<file path="src/rtl/cpu_divider.sv">
// cpu_divider: iterative restoring radix-2 divider for DIVU/DIVS/MODU/MODS.
// One quotient bit per cycle, then a single sign-fixup cycle. Divide-by-zero
// and signed overflow bypass the iteration and complete one cycle after start.
module cpu_divider #(
    parameter int WIDTH    = 32,
    parameter int CNT_BITS = 6
) (
    input  logic             clock,
    input  logic             reset,
    input  logic             p3_start,
    input  logic             p3_signed,
    input  logic [WIDTH-1:0] p3_dividend,
    input  logic [WIDTH-1:0] p3_divisor,
    output logic [WIDTH-1:0] p4_quotient,
    output logic [WIDTH-1:0] p4_remainder,
    output logic             p4_divider_done,
    output logic             p4_divider_busy
);

    typedef enum logic [1:0] {
        IDLE  = 2'd0,
        BUSY  = 2'd1,
        FIXUP = 2'd2,
        DONE  = 2'd3
    } state_t;

    state_t              state, state_next;
    logic [CNT_BITS-1:0] counter;
    logic [WIDTH-1:0]    rem, quo, div_mag;
    logic                neg_quo, neg_rem;

    // Operand magnitudes and special-case detection at the start edge
    logic             dvd_neg, dvs_neg;
    logic [WIDTH-1:0] dvd_mag, dvs_mag;
    logic             div_zero, sgn_ovf, special;

    // BUSY datapath: shift in next dividend bit and trial-subtract
    logic [WIDTH:0]   rem_shifted, trial;

    // Start-time operand preparation
    always_comb begin
        dvd_neg  = p3_signed & p3_dividend[WIDTH-1];
        dvs_neg  = p3_signed & p3_divisor[WIDTH-1];
        dvd_mag  = dvd_neg ? (~p3_dividend + 1'b1) : p3_dividend;
        dvs_mag  = dvs_neg ? (~p3_divisor + 1'b1) : p3_divisor;
        div_zero = (p3_divisor == '0);
        sgn_ovf  = p3_signed && (p3_dividend == {1'b1, {(WIDTH-1){1'b0}}})
                             && (p3_divisor == '1);
        special  = div_zero | sgn_ovf;
    end

    // One restoring-division step
    always_comb begin
        rem_shifted = {rem, quo[WIDTH-1]};
        trial       = rem_shifted - {1'b0, div_mag};
    end

    // State register
    always_ff @(posedge clock) begin
        if (!reset) begin
            state <= IDLE;
        end else begin
            state <= state_next;
        end
    end

    // Next-state logic; start overrides any state. Special cases route through
    // FIXUP with preloaded results so done rises exactly one edge after start.
    always_comb begin
        state_next = state;
        if (p3_start) begin
            state_next = special ? FIXUP : BUSY;
        end else begin
            case (state)
                IDLE:    state_next = IDLE;
                BUSY:    if (counter == CNT_BITS'(WIDTH - 1)) state_next = FIXUP;
                FIXUP:   state_next = DONE;
                DONE:    state_next = DONE;
                default: state_next = IDLE;
            endcase
        end
    end

    // Status outputs decoded from the state register
    always_comb begin
        p4_divider_done = (state == IDLE) || (state == DONE);
        p4_divider_busy = (state == BUSY) || (state == FIXUP);
    end

    // Datapath: operand capture, iteration, and result registers
    always_ff @(posedge clock) begin
        if (!reset) begin
            counter      <= '0;
            rem          <= '0;
            quo          <= '0;
            div_mag      <= '0;
            neg_quo      <= 1'b0;
            neg_rem      <= 1'b0;
            p4_quotient  <= '0;
            p4_remainder <= '0;
        end else if (p3_start) begin
            counter <= '0;
            div_mag <= dvs_mag;
            if (div_zero) begin
                quo     <= '1;
                rem     <= p3_dividend;
                neg_quo <= 1'b0;
                neg_rem <= 1'b0;
            end else if (sgn_ovf) begin
                quo     <= {1'b1, {(WIDTH-1){1'b0}}};
                rem     <= '0;
                neg_quo <= 1'b0;
                neg_rem <= 1'b0;
            end else begin
                quo     <= dvd_mag;
                rem     <= '0;
                neg_quo <= dvd_neg ^ dvs_neg;
                neg_rem <= dvd_neg;
            end
        end else begin
            case (state)
                BUSY: begin
                    counter <= counter + CNT_BITS'(1);
                    if (!trial[WIDTH]) begin
                        rem <= trial[WIDTH-1:0];
                        quo <= {quo[WIDTH-2:0], 1'b1};
                    end else begin
                        rem <= rem_shifted[WIDTH-1:0];
                        quo <= {quo[WIDTH-2:0], 1'b0};
                    end
                end
                FIXUP: begin
                    p4_quotient  <= neg_quo ? (~quo + 1'b1) : quo;
                    p4_remainder <= neg_rem ? (~rem + 1'b1) : rem;
                end
                default: ;
            endcase
        end
    end

endmodule

</file>
<file path="config.mk">
export PLATFORM = sky130hd
export DESIGN_NAME = cpu_divider
export DESIGN_NICKNAME = d
export VERILOG_FILES = /design/src/rtl/cpu_divider.sv
export SDC_FILE = /design/constraint.sdc
export NUM_CORES = 1
export LEC_CHECK = 0
export ABC_AREA = 0
export BUFFER_PORTS_ARGS = -buffer_cell sky130_fd_sc_hd__buf_2
export CORE_ASPECT_RATIO = 1.75
export CORE_MARGIN = 2
export CORE_UTILIZATION = 30
export DETAILED_ROUTE_END_ITERATION = 12
export PLACE_DENSITY = 0.53
export SYNTH_ARGS = -nofsm -noshare
export SYNTH_HDL_FRONTEND = slang
export SYNTH_SLANG_ARGS = --single-unit
</file>
<file path="constraint.sdc">
create_clock -name clock -period 6.3 [get_ports clock]
set_input_delay 0.945 -clock clock [delete_from_list [all_inputs] [get_ports clock]]
set_output_delay 0.945 -clock clock [all_outputs]
set_load 0.05 [all_outputs]
</file>
==> run metrics <==
Hold WC Path Type=flip-flop to flip-flop; CP Max Fanout=22; Slew HR=between 20 and 30%; Core Util, Final=34.9%; Power Dens Cells=around 220 nW/µm²; GR Util All Layers=between 10% and 20%; max cap viols=0; Seq/Total Area, Yosys=29.8%; Hold Path Stages=2; Starting Density=a little under a third; TNS Setup=0 ps; Sequential Area=3400 µm²; DR pass1 iterations=5; R2R cell count=12; Cell Chain, Critical Path=buf_2 -> nor4_1 -> or3b_2 -> nor4_1 -> nand2_1 -> nor4_4 -> buf_4 -> a22o_1 -> nand2_1 -> o21ai_0; Iter 0 DRT Violations=~550; Worst EP required=6680 ps; die height=between 200 and 300 µm; Synth Net Count=1548; CP top delay family=simple AND/OR/NAND/NOR gates; first-pass GRT wire length=58000 µm; Worst EP arrival=4430 ps; crit path time final=roughly 4000 ps; CP bufs+invs=2; critical path class=primary input to flip-flop; worst-margin pin slew=1070 ps; fraction of layout cells with a size suffix above 1=between 10% and 20%; run status=finished, final reports clean; synth warn=0; HPWL after DPL=approximately 29000 µm; Post CTS Setup Buffer Count=0; RSZ-0062 raised after global routing=no; Min Hold Slack=478 ps; LEAKAGE=a little over 6 nW; IO Count=between 100 and 150; vias in the first global route=approximately 10000; cts repair resizes=0; Rows=94; CTS tree=yes; IO buf count=~130; clock slew at reported path FFs=around 70 ps; Top FF cell, synth=dfxtp_1; CTS max path bufs=2; synth unique cells=65; cts hold-fix bufs=0; initial antenna violation count=9; H-tree Lvls=4; largest net degree at the start of global routing=between 80 and 90; clk root buf=clkbuf_16; Mapped Cells=between 1000 and 1500; Chip Width=about 150 µm; via count=~11000; core area=37500 µm²; Post-synth EDFFs=0; Synth async-reset ratio=0%; final setup vio count=0; Die Area=between 30000 and 40000 µm²; Clock Sink Count=between 150 and 200; Max Slew Vio Count=0; Area growth, synth to finish=14.8%; slowest cell delay on critical path=between 600 and 700 ps; DRC Markers=0; Vias/cell=5.39; Stages on worst setup path=10; mapped cell area=11400 µm²; Peak VDD IR=roughly 0.15 mV; crit path launch type=primary input; Setup crit end kind=flip-flop; final cycle utilization of the critical path=between 60% and 70%; Final ANT Viol Nets=0; Syn Area/Cell=7.94 µm²; Hold Vio Cnt, Final=0; #FFs+latches synth=170; total global routing overflow=0; Worst Skew=between 8 and 9 ps; routed wire length=about 38000 µm; worst skew pair latency=around 460 ps; Num CTS Buffers=17; Fillers=~4000; slowest CP cell=nor4_1; drt wl/cell=18.7 µm; Total Nets Final=~1600; gpl congestion=a little under 0.9; fmax=roughly 250 MHz; multi-input logic area=approximately 7500 µm²
placed cells by master (no fill, tap or decap), types with 20 or more instances in the layout:
cell type	synthesis	routed
nand3_1	24	24
nor2b_1	25	24
a22o_1	33	33
a21oi_1	102	102
nand2_1	215	215
o21ai_0	122	122
nor3_1	20	20
nor2_1	53	52
o31ai_1	22	22
buf_2	4	132
dfxtp_1	170	170
xor2_1	86	85
mux2i_1	22	22
or3_1	22	22
inv_1	58	58
xnor2_1	53	52
ha_1	42	42
o211a_1	83	83
flip-flops by register name, indices dropped and copies added, names as in the netlist, 2 cells and up:
register,cells
counter,6
div_mag,32
p4_quotient,32
p4_remainder,32
quo,32
rem,32
state,2
where the power goes:
group | switching [W] | internal, W
combinational | 0.000349 | 0.000187
sequential | 0.0000537 | 0.00113
clock | 0.000496 | 0.000633
total | 0.000899 | 0.00195
final cells by class:
type / instances / area share (%)
multi-input combinational: 1121 / 57.2
inverter: 58 / 1.66
tap: 480 / 4.59
antenna: 4 / 0.0765
timing repair buffer: 143 / 5.77
clock inverter: 15 / 1.44
sequential: 170 / 26.0
clock buffer: 17 / 3.25
cell families (layout without fill, tap and decap cells):
group	Yosys count	after routing	synth area share [%]
AND/OR/NAND/NOR	444	444	18.6
XOR/XNOR	139	139	10.7
multiplexers	30	30	2.72
other	0	4	0
adder cells (fa/ha/maj)	43	43	4.78
AO/OA/AOI/OAI	465	465	28.5
buffers and inverters	146	233	4.85
flip-flops	170	170	29.8
per-stage QoR:
| stage | instances | instance area, µm² | total power, W | worst slack [ps] |
|---|---|---|---|---|
| 2_1_floorplan | 1437 | 11400 | 0.00157 | 3050 |
| 3_3_place_gp | 1972 | 12500 | 0.00174 | 1880 |
| 3_5_place_dp | 1972 | 12500 | 0.00174 | 1830 |
| 4_1_cts | 2004 | 13100 | 0.00288 | 2270 |
| 5_1_grt | 2008 | 13100 | 0.00298 | 2000 |
| 6_report | 2008 | 13100 | 0.00285 | 2250 |
worst paths after layout:
kind                                      from              to  slack [ps]
worst max-delay path             p3_divisor[6]          rem[6]        2250
worst min-delay path            p4_quotient[0]  p4_quotient[0]         480
worst max register to register         quo[31]          rem[7]        2260
worst min register to register  p4_quotient[0]  p4_quotient[0]         480
routing by layer:
layer	global-route usage [%]	wire length, µm	vias to the layer above
met3	3.25	1430	79
met5	0	40	-
met2	34.6	19600	250
li1	-	-	5349
met4	10.7	1910	10
met1	20.8	14600	5136
cells in the mapped netlist (24+ instances only):
cell / number / area, µm²
nand2_1: 215 / 807
dfxtp_1: 170 / 3400
o21ai_0: 122 / 611
a21oi_1: 102 / 510
xor2_1: 86 / 753
o211a_1: 83 / 831
clkbuf_1: 74 / 278
inv_1: 58 / 218
nor2_1: 53 / 199
xnor2_1: 53 / 464
ha_1: 42 / 526
a22o_1: 33 / 289
nor2b_1: 25 / 156
nand3_1: 24 / 120
tightest hold or removal path: stages (launching register included):
cell and delay [ps]:
dfxtp_1 320, nand2_1 50, a21boi_0 60
Note: power is estimated with default switching activity, not from simulation.
